### config.mk
export PLATFORM = sky130hd
export DESIGN_NAME = io_timer_responder
export DESIGN_NICKNAME = d
export VERILOG_FILES = /design/src/rtl/io_map_pkg.sv /design/src/rtl/timer_prescaler.sv /design/src/rtl/io_timer_responder.sv
export SDC_FILE = /design/constraint.sdc
export NUM_CORES = 1
export LEC_CHECK = 0
export ABC_CLOCK_PERIOD_IN_PS = 3300
export BUFFER_PORTS_ARGS = -buffer_cell sky130_fd_sc_hd__buf_4
export CAP_MARGIN = 20
export CORE_ASPECT_RATIO = 1.2
export CORE_MARGIN = 2
export CORE_UTILIZATION = 56
export CTS_BUF_LIST = sky130_fd_sc_hd__clkbuf_8
export CTS_CLUSTER_DIAMETER = 100
export DETAILED_ROUTE_END_ITERATION = 12
export PLACE_DENSITY = 0.8
export SYNTH_ARGS = -nofsm -noshare
export SYNTH_HDL_FRONTEND = slang
export SYNTH_SLANG_ARGS = --single-unit
### constraint.sdc
create_clock -name clock -period 3.3 [get_ports clock]
set_input_delay 0.33 -clock clock [delete_from_list [all_inputs] [get_ports clock]]
set_output_delay 0.33 -clock clock [all_outputs]
set_load 0.03 [all_outputs]
### src/rtl/io_map_pkg.sv
// rtl/io_map_pkg.sv - shared IO-space map and timer definitions
//
// Purpose: timer base address, register offsets within the timer window,
// CTRL bit positions and the timer state encoding.
// Ports: none (package).
package io_map_pkg;

    localparam logic [7:0] TIMER_BASE = 8'hC0;

    // Register offsets, decoded from addr[3:2]
    localparam logic [1:0] REG_CTRL   = 2'd0;
    localparam logic [1:0] REG_LOAD   = 2'd1;
    localparam logic [1:0] REG_COUNT  = 2'd2;
    localparam logic [1:0] REG_STATUS = 2'd3;

    // CTRL bit indices
    localparam int CTRL_EN      = 0;
    localparam int CTRL_AUTO    = 1;
    localparam int CTRL_IRQ_EN  = 2;
    localparam int CTRL_PRE_LSB = 8;
    localparam int CTRL_PRE_MSB = 15;

    typedef enum logic [1:0] {
        ST_IDLE = 2'd0,
        ST_RUN  = 2'd1,
        ST_DONE = 2'd2
    } timer_state_t;

endpackage

### src/rtl/timer_prescaler.sv
// rtl/timer_prescaler.sv - 8-bit prescaler producing one tick every pre+1 clocks
//
// Purpose: counts enabled clocks; tick is high in the cycle where the count
// equals pre, and the count then returns to 0.
// Ports:
//   clock, reset   clock and asynchronous active-high reset
//   clear          force count to 0 (dominates enable)
//   enable         advance the count this clock
//   pre            terminal value of the count
//   tick           combinational: enable && count == pre
module timer_prescaler (
    input  logic       clock,
    input  logic       reset,
    input  logic       clear,
    input  logic       enable,
    input  logic [7:0] pre,
    output logic       tick
);

    logic [7:0] count;

    assign tick = enable && (count == pre);

    always_ff @(posedge clock or posedge reset) begin
        if (reset) begin
            count <= 8'd0;
        end else if (clear || tick) begin
            count <= 8'd0;
        end else if (enable) begin
            count <= count + 8'd1;
        end
    end

endmodule

### src/rtl/io_timer_responder.sv
// rtl/io_timer_responder.sv - memory-mapped countdown timer on the IO bus
//
// Purpose: CTRL/LOAD/COUNT/STATUS registers in the IO window at BASE_ADDR,
// countdown FSM with prescaler, optional auto-reload and expiry interrupt.
// Ports:
//   clock, reset       system clock, asynchronous active-high reset
//   addr               CPU byte address, bits [7:2] used
//   datain             CPU store data
//   write_io_enable    IO-space write strobe
//   io_read_data       combinational readback, 0 when not selected
//   timer_sel          address falls within this block's 16-byte window
//   timer_irq          expired & irq_en
module io_timer_responder
    import io_map_pkg::*;
#(
    parameter logic [7:0] BASE_ADDR = TIMER_BASE,
    parameter int         CNT_W     = 32
) (
    input  logic        clock,
    input  logic        reset,
    input  logic [31:0] addr,
    input  logic [31:0] datain,
    input  logic        write_io_enable,
    output logic [31:0] io_read_data,
    output logic        timer_sel,
    output logic        timer_irq
);

    timer_state_t     state;
    logic             ctrl_en;
    logic             ctrl_auto;
    logic             ctrl_irq_en;
    logic [7:0]       ctrl_pre;
    logic [CNT_W-1:0] load;
    logic [CNT_W-1:0] count;
    logic             expired;

    logic [1:0]       offset;
    logic             wr;
    logic             wr_ctrl;
    logic             wr_en;
    logic             tick;

    wire unused_addr = &{1'b0, addr[31:8], addr[1:0]};

    assign offset    = addr[3:2];
    assign timer_sel = (addr[7:4] == BASE_ADDR[7:4]);
    assign wr        = write_io_enable && timer_sel;
    assign wr_ctrl   = wr && (offset == REG_CTRL);
    assign wr_en     = datain[CTRL_EN];
    assign timer_irq = expired && ctrl_irq_en;

    // Any enabling CTRL write (start or restart) realigns the prescaler.
    timer_prescaler u_prescaler (
        .clock  (clock),
        .reset  (reset),
        .clear  (wr_ctrl && wr_en),
        .enable (state == ST_RUN),
        .pre    (ctrl_pre),
        .tick   (tick)
    );

    always_ff @(posedge clock or posedge reset) begin
        if (reset) begin
            state       <= ST_IDLE;
            ctrl_en     <= 1'b0;
            ctrl_auto   <= 1'b0;
            ctrl_irq_en <= 1'b0;
            ctrl_pre    <= 8'd0;
            load        <= '0;
            count       <= '0;
            expired     <= 1'b0;
        end else begin
            if (wr_ctrl) begin
                ctrl_en     <= datain[CTRL_EN];
                ctrl_auto   <= datain[CTRL_AUTO];
                ctrl_irq_en <= datain[CTRL_IRQ_EN];
                ctrl_pre    <= datain[CTRL_PRE_MSB:CTRL_PRE_LSB];
            end
            if (wr && (offset == REG_LOAD)) begin
                load <= datain[CNT_W-1:0];
            end
            // Clear first so a same-edge expiry below overrides it.
            if (wr && (offset == REG_STATUS) && datain[0]) begin
                expired <= 1'b0;
            end

            case (state)
                ST_IDLE, ST_DONE: begin
                    if (wr_ctrl) begin
                        if (wr_en) begin
                            state <= ST_RUN;
                            count <= load;
                        end else begin
                            state <= ST_IDLE;
                        end
                    end
                end
                ST_RUN: begin
                    if (tick) begin
                        if (count != '0) begin
                            count <= count - 1'b1;
                        end else begin
                            expired <= 1'b1;
                            if (ctrl_auto) begin
                                count <= load;
                            end else begin
                                state <= ST_DONE;
                                // A concurrent CTRL write owns the en bit.
                                if (!wr_ctrl) begin
                                    ctrl_en <= 1'b0;
                                end
                            end
                        end
                    end
                    // CTRL writes take precedence over the tick's count/state update.
                    if (wr_ctrl) begin
                        if (wr_en) begin
                            state <= ST_RUN;
                            count <= load;
                        end else begin
                            state <= ST_IDLE;
                        end
                    end
                end
                default: state <= ST_IDLE;
            endcase
        end
    end

    always_comb begin
        io_read_data = 32'd0;
        if (timer_sel) begin
            case (offset)
                REG_CTRL:   io_read_data = {16'd0, ctrl_pre, 5'd0,
                                            ctrl_irq_en, ctrl_auto, ctrl_en};
                REG_LOAD:   io_read_data = 32'(load);
                REG_COUNT:  io_read_data = 32'(count);
                REG_STATUS: io_read_data = {31'd0, expired};
                default:    io_read_data = 32'd0;
            endcase
        end
    end

endmodule
# Word-level counts from Yosys, hierarchy flattened
# Cells that the tools add are included.
[classes]
n_bitwise = 0
mux = 29
order_cmp = 0
multipliers = 0
n_div = 0
shifts = 0
n_eq_ne = 12
addsub = 2
n_reduce_logical = 17
[op_table]
columns = ["op", "count"]
rows = [
  ["$mux W32", 8],
  ["$pmux W32 S4", 1],
  ["$pmux W32 S2", 1],
  ["$reduce_bool A32 Y1", 1],
  ["$sub A32 B1 Y32 const B", 1],
  ["$mux W8", 2],
  ["$mux W1", 11],
  ["$mux W2", 5],
  ["$ne A3 B3 Y1 const B", 3],
  ["$add A8 B1 Y8 const B", 1],
  ["$eq A8 B8 Y1", 1],
  ["$logic_and A1 B1 Y1", 8],
  ["$eq A2 B2 Y1 const B", 3],
  ["$eq A2 B1 Y1 const B", 2],
  ["$eq A4 B4 Y1 const B", 1],
  ["$logic_not A2 Y1", 2],
  ["$ne A2 B2 Y1 const B", 2],
  ["$pmux W2 S2", 1],
  ["$reduce_and A4 Y1", 1],
  ["$reduce_bool A2 Y1", 2],
  ["$reduce_and A3 Y1", 1],
  ["$reduce_or A2 Y1", 1],
  ["$logic_or A1 B1 Y1", 1],
]
[word_totals]
input_bits = 67
output_inout_bits = 34
latchBits = 0
rom_bits = 0
mem_count = 0
ram_bits = 0
ff_bits = 86

# Logic depth before layout (Yosys ltp)
# Gate-level depths: netlist of run 1.
[logic_depth]
depth_word = 9
mapped_depth = 10

# Cells and area by module
# From an unflattened synthesis of run 1, not the netlist that was laid out.
[hier_totals]
cells_unflattened = 641
hier_area_um2 = 5652.9
[modules_own_cells]
columns = ["mod", "area_per_inst_um2", "cells_each", "instances"]
rows = [
  ["io_timer_responder", 5151.2, 592, 1],
  ["timer_prescaler", 501.7, 49, 1],
]

# Least setup slack after synthesis of run 1
# Ideal clock, no wire load.
[synth_path]
kind = "register to register"
startpoint = "register count[10]"
endpoint = "register count[22]"
path_buffers = 0
period_less_slack_ns = 2.418
t_arrival_ns = 2.293
stages_incl_launch_ff = 8
setup_slack_ns = 0.882
path_cell_list = "dfrtp_1 > or4_4 > or4_4 > nor3_4 > nor2_1 > a31o_1 > a211oi_1 > nor3_2"
[synth_between]
elab_chain_len = 6
word_cells_on_any_way = 7
cone_classes = "1 x add/sub; 5 x mux; 1 x reduce/logical"
[synth_lines]
columns = ["item", "line", "source"]
rows = [
  ["start, declared", "io_timer_responder.sv:35", "logic [CNT_W-1:0] count;"],
  ["start signal, assigned", "io_timer_responder.sv:93", "count <= load;"],
  ["start signal, assigned", "io_timer_responder.sv:102", "count <= count - 1'b1;"],
  ["start signal, assigned", "io_timer_responder.sv:106", "count <= load;"],
  ["$sub A32 B1 Y32 or $reduce_bool A32 Y1 (tied branches)", "io_timer_responder.sv:102, io_timer_responder.sv:101", ""],
  ["$mux W32 (*)", "io_timer_responder.sv:101", "if (count != '0) begin"],
  ["$mux W32 (*)", "io_timer_responder.sv:100", "if (tick) begin"],
  ["$mux W32", "io_timer_responder.sv:118", "if (wr_en) begin"],
  ["$mux W32 (*)", "io_timer_responder.sv:117", "if (wr_ctrl) begin"],
  ["$pmux W32 S2 (*)", "io_timer_responder.sv:88", "case (state)"],
]
# Every way passes the cells marked *; elsewhere a longest branch is shown, timed or not.
# A chain may end at the register's enable or synchronous reset.

# Worst setup path after layout of run 1
[layout_path]
startpoint = "register count[3]"
endpoint = "register count[11]"
# The elaborated chain is that of the path after synthesis.

==> results of run 1 <==
-- cell families after synthesis --
logic type,count (synthesis),share of synthesized area (%)
flops,86,38.3
mux,55,10.9
fa+ha+maj,3,0.669
xor+xnor,9,1.40
simple gates,252,22.1
buf+inv,53,4.48
compound gates,196,22.1
-- through the flow --
step	worst slack [ns]	power, mW
2_1_floorplan	0.748	1.94
3_3_place_gp	0.341	2.17
3_5_place_dp	0.273	2.22
4_1_cts	0.253	3.00
5_1_grt	0.176	3.16
6_report	0.358	3.00
-- cell usage after synthesis (all sizes together) (10+ instances only) --
cell type / count / share of area (%)
nor2: 100 / 6.8
nor4: 10 / 1.6
clkbuf: 28 / 1.9
o21ai: 52 / 4.6
nand3: 28 / 2.5
inv: 11 / 0.74
and3: 12 / 1.3
buf: 14 / 1.9
mux2i: 13 / 2.3
a21oi: 63 / 5.7
a22oi: 25 / 3.3
nor3: 23 / 2.3
dfrtp: 86 / 38
nand2: 42 / 2.8
mux2: 41 / 8.2
-- path summary, 6_finish.rpt --
check,startpoint,end,slack (ns),cells past startpoint
worst max-delay path,count[3],count[11],0.36,7
worst min-delay path,reset,u_prescaler.count[2],0.02,3
worst max register to register,count[3],count[11],0.36,7
worst min register to register,ctrl_irq_en,ctrl_irq_en,0.53,1
max in group asynchronous,reset,load[16],2.89,3
min in group clock,datain[22],load[22],0.18,2
-- registers in the layout, indices dropped and copies added (netlist names) --
name	cells
count	32
load	32
ctrl_pre	8
u_prescaler.count	8
state	2
ctrl_auto	1
ctrl_en	1
ctrl_irq_en	1
expired	1
-- routing by layer --
metal  vias up  routed length [um]  GRT usage, %
met5         -                   0             0
met4         0                 519          13.7
met1      2769                6680          41.2
li1       2566                   -             -
met3        51                1300          6.14
met2       326                8970          58.0
-- report_power, final --
part / switching, mW / total, mW / internal (mW)
combinational: 0.451 / 0.789 / 0.337
sequential: 0.216 / 1.43 / 1.21
clock: 0.425 / 0.785 / 0.359
-- cell type report --
| cell class | instances | area, um^2 |
|---|---|---|
| timing repair buffer | 105 | 813 |
| clock inverter | 7 | 80.1 |
| inverter | 11 | 42.5 |
| multi-input combinational | 515 | 3220 |
| fill | 820 | 3320 |
| tap | 126 | 158 |
| clock buffer | 9 | 124 |
| sequential | 86 | 2150 |
-- critical path: stages, from the launching register on --
cell and delay (ns):
dfrtp_1 0.46, nor4_1 0.68, buf_4 0.27, and4_1 0.35, nand3_1 0.44, a22oi_1 0.32
nor3_1 0.07, a211o_1 0.24
==> impl_metrics.ini, run 1 <==
[status]
status = completed

[place]
hpwlAfterDp_um = 12700
place_inst = 843
numPortBuffers = 74
placed_area_um2 = 6380
place.gp.congestion = 0.936

[pwr]
powerDensity_nw_per_um2 = 456
power.leakage_nw = 2.94
ir_worst_vdd_mv = 0.328

[final_layout]
area_growth_pct = 17.4
stdcell_count = 859
final_common_cell = buf_4
layout_common_cells = buf_4 (103), nor2_1 (99), dfrtp_1 (86)
final_area_um2 = 6590
final_nets = 798
fin_util_pct = 66.5
antenna_cells = 0
drive_gt1_share_pct = 24.6

[setup_path]
critical_path_peak_fanout = 10
end_kind = flip-flop
arrival_ns = 3.20
cp-start-kind = flip-flop
critPathKind = reg2reg
required_ns = 3.56

[die]
die_area_um2 = 10800
die_x_um = 95.4
pin_count = 101
rows = 40
die_h_um = 114
start_util_pct = 56.6
core_um2 = 9910

[grt]
grt_pass1_vias = 5553
track_usage_pct = 33.6
grt_pass1_wl_um = 28100
grt_max_degree = 87
overflow = 0
antenna_found_initial = 0

[routing]
drt-wirelength-per-cell_um = 20.3
drt_iter0_drc = 534
dr.pass1.iters = 8
vias_per_cell = 6.65
vias = 5712
postRouteAntennaNets = 0
routed_wirelength_um = 17500
drc = 0

[clock_network]
cts_sinks = 86
clkLatencyLatePin_ns = 0.37
root_buffer = clkbuf_8
tritoncts = yes
cts_made_buffers = 9
cts.clk_slew.worst_paths_ns = 0.10
cts_buffer_depth = 2
cts_max_level = 3
post_cts_resize_count = 0
cts-hold-fix-buffers = 0
postCtsSetupBuffers = 0

[timing]
drv_slew = 0
fin_hold_ws_ns = 0.0209
tightest_slew_ns = 0.978
slew_headroom_pct = 34.1
fin_skew_ns = 0.0100
hold_viol = 0
setup_tns_ns = 0
setup_viol = 0
rsz0062_at_grt = no
max_freq_mhz = 340
period_minus_slack_ns = 2.94
timing.final.crit_share_pct = 89.2

[job]
maxCapViolCount = 0

[logic_synthesis]
syn_avg_cell_area_um2 = 8.58
synth_seq_area_share_pct = 38.4
synthCells = 654
synthFlopType = dfrtp_1
synth_edf_count = 0
async_flop_share_pct = 100
ys_types = 65
synth_nets = 724
yosys_warnings = 0
postSynthRegisterBits = 86
syn_area_um2 = 5610

[hold_path]
hold_class = in2async
(Power assumes the default switching activity.)
==> inputs of run 2 (changes only) <==
--- a/config.mk
+++ b/config.mk
@@ -5,6 +5,7 @@
 export SDC_FILE = /design/constraint.sdc
 export NUM_CORES = 1
 export LEC_CHECK = 0
+export ABC_AREA = 1
 export ABC_CLOCK_PERIOD_IN_PS = 3300
 export BUFFER_PORTS_ARGS = -buffer_cell sky130_fd_sc_hd__buf_4
 export CAP_MARGIN = 20
@@ -14,7 +15,7 @@
 export CTS_BUF_LIST = sky130_fd_sc_hd__clkbuf_8
 export CTS_CLUSTER_DIAMETER = 100
 export DETAILED_ROUTE_END_ITERATION = 12
-export PLACE_DENSITY = 0.8
+export PLACE_DENSITY = 0.79
 export SYNTH_ARGS = -nofsm -noshare
 export SYNTH_HDL_FRONTEND = slang
 export SYNTH_SLANG_ARGS = --single-unit
==> impl_metrics.ini, run 2 <==
[logic_synthesis]
synthCells = 977
synth_edf_count = 0
synth_top_area_cell = dfrtp_1
synth.area.top_cells = dfrtp_1 (34%), nand2_1 (15%), nand3_1 (8.7%)
synth_nets = 1047
synth_common_cells = nand2_1 (259), inv_1 (129), nand3_1 (109)
async_flop_share_pct = 100
synth.most_common_cell = nand2_1
ys_types = 34
yosys_warnings = 0
syn_area_um2 = 6300
postSynthRegisterBits = 86
synth_seq_area_share_pct = 34.1
yosysTopAreaCellShare_pct = 34.1
synthFlopType = dfrtp_1
syn_avg_cell_area_um2 = 6.45

[pwr]
switchingPower_mw = 1.61
p_seq_share_pct = 44.0
power_frac_clock_pct = 21.8
comb_power_share_pct = 34.2
switching_share_pct = 42.0
internal_power_mw = 2.23
ir_worst_vdd_mv = 0.312
power.leakage_nw = 3.73
powerDensity_nw_per_um2 = 539

[setup_path]
critPathKind = reg2reg
arrival_ns = 2.90
required_ns = 3.62
cp_common_cell = inv_1
critical_path_peak_fanout = 43
cp_slowest_stage_delay_ns = 0.66
crit_chain = inv_1 -> nor2_2 -> inv_1 -> nand2_2 -> nand2_2 -> inv_2 -> o21ai_0 -> o21ai_0 -> inv_1 -> nor2_1
cp-start-kind = flip-flop
end_kind = flip-flop
critPathSlowestCell = inv_2

[die]
die_h_um = 120
pin_count = 101
core_um2 = 11000
rows = 42
die_x_um = 101
start_util_pct = 57.4
die_area_um2 = 12100

[routing]
dr.pass1.iters = 6
drt_iter0_drc = 638
vias_per_cell = 5.69
drt-wirelength-per-cell_um = 15.5
postRouteAntennaNets = 0
vias = 6649
routed_wirelength_um = 18200
drc = 0

[grt]
grt_max_degree = 44
track_usage_pct = 31.2
antenna_found_initial = 0
overflow = 0
grt_pass1_wl_um = 29900
grt_pass1_vias = 6215

[clock_network]
cts_made_buffers = 9
postCtsSetupBuffers = 0
root_buffer = clkbuf_8
cts_sinks = 86
cts_max_level = 3
cts-hold-fix-buffers = 1
tritoncts = yes
post_cts_resize_count = 0
cts.clk_slew.worst_paths_ns = 0.09
clkLatencyLatePin_ns = 0.38
cts_buffer_depth = 2

[timing]
setup_viol = 0
timing.final.crit_share_pct = 78.0
tightest_slew_ns = 0.729
fin_skew_ns = 0.0116
period_minus_slack_ns = 2.57
setup_tns_ns = 0
slew_headroom_pct = 51.4
max_freq_mhz = 389
hold_viol = 0
drv_slew = 0
fin_hold_ws_ns = 0.172
rsz0062_at_grt = no

[place]
hpwlAfterDp_um = 12800
numPortBuffers = 74
place_inst = 1152
place.gp.congestion = 0.939

[final_layout]
stdcell_count = 1169
final_nets = 1102
fin_util_pct = 64.9
drive_gt1_share_pct = 14.5
area_growth_pct = 13.1
layout_common_cells = nand2_1 (258), inv_1 (130), nand3_1 (109)
final_common_cell = nand2_1
largest_registers = count (32), load (32)
antenna_cells = 0

[status]
status = completed

[job]
maxCapViolCount = 0

[hold_path]
hold_class = in2reg
run 2: logic make-up (layout without fill, tap and decap cells):
kind of cell               after synthesis  count (layout)  share of synthesized area, %
muxes                                   12              12                          2.14
DFF                                     86              86                          34.1
and+or+nand+nor                        513             513                          36.1
xor gates and xnor gates                 8               8                          1.11
buffers and inverters                  177             237                          11.4
adders and majority gates                3               3                         0.596
AOI/OAI and AO/OA                      178             178                          14.5
run 2: path summary, 6_finish.rpt:
check	from	endpoint	slack, ns	depth (start not counted)
setup / recovery	state[0]	count[24]	0.73	10
hold / removal	datain[25]	load[25]	0.17	2
setup reg to reg	state[0]	count[24]	0.73	10
hold reg to reg	ctrl_en	ctrl_en	0.50	2
max in group asynchronous	reset	load[22]	2.01	4
min in group asynchronous	reset	u_prescaler.count[1]	0.52	3
run 2: critical path: cells and delay by family (launching register included):
family / cells / cell delay, ns
and+or+nand+nor: 4 / 0.80
buffers and inverters: 4 / 0.99
AOI/OAI and AO/OA: 2 / 0.32
DFF: 1 / 0.40
run 2: cell type report:
class                           count  area, um^2
Timing Repair Buffer               87         656
Multi-Input combinational cell    714        3430
Clock buffer                       10         138
Inverter                          134         504
Fill cell                        1054        3860
Sequential cell                    86        2150
Clock inverter                      6        77.6
Tap cell                          132         165
run 2: stage by stage:
step | cell area, um^2 | total power, mW | setup slack, ns
finish | 7130 | 3.84 | 0.727
global route | 7130 | 4.10 | 0.425
CTS | 7130 | 3.81 | 0.784
detailed placement | 6900 | 2.98 | 0.568
global placement | 6900 | 2.95 | 0.587
floorplan | 6300 | 2.60 | 0.748
run 2: routing by layer:
metal | up-vias | track usage, % | routed length (um)
met2 | 297 | 52.4 | 8780
met3 | 53 | 4.10 | 1260
met1 | 3063 | 39.4 | 7510
met5 | - | 0 | 0
li1 | 3236 | - | -
met4 | 0 | 14.9 | 595
run 2: power by group through the flow:
stage	logic, mW	clock network [mW]	registers, mW
6_report	1.31	0.837	1.69
5_1_grt	1.49	0.881	1.73
4_1_cts	1.30	0.836	1.68
3_5_place_dp	1.29	0	1.70
3_3_place_gp	1.26	0	1.69
2_1_floorplan	1.01	0	1.58
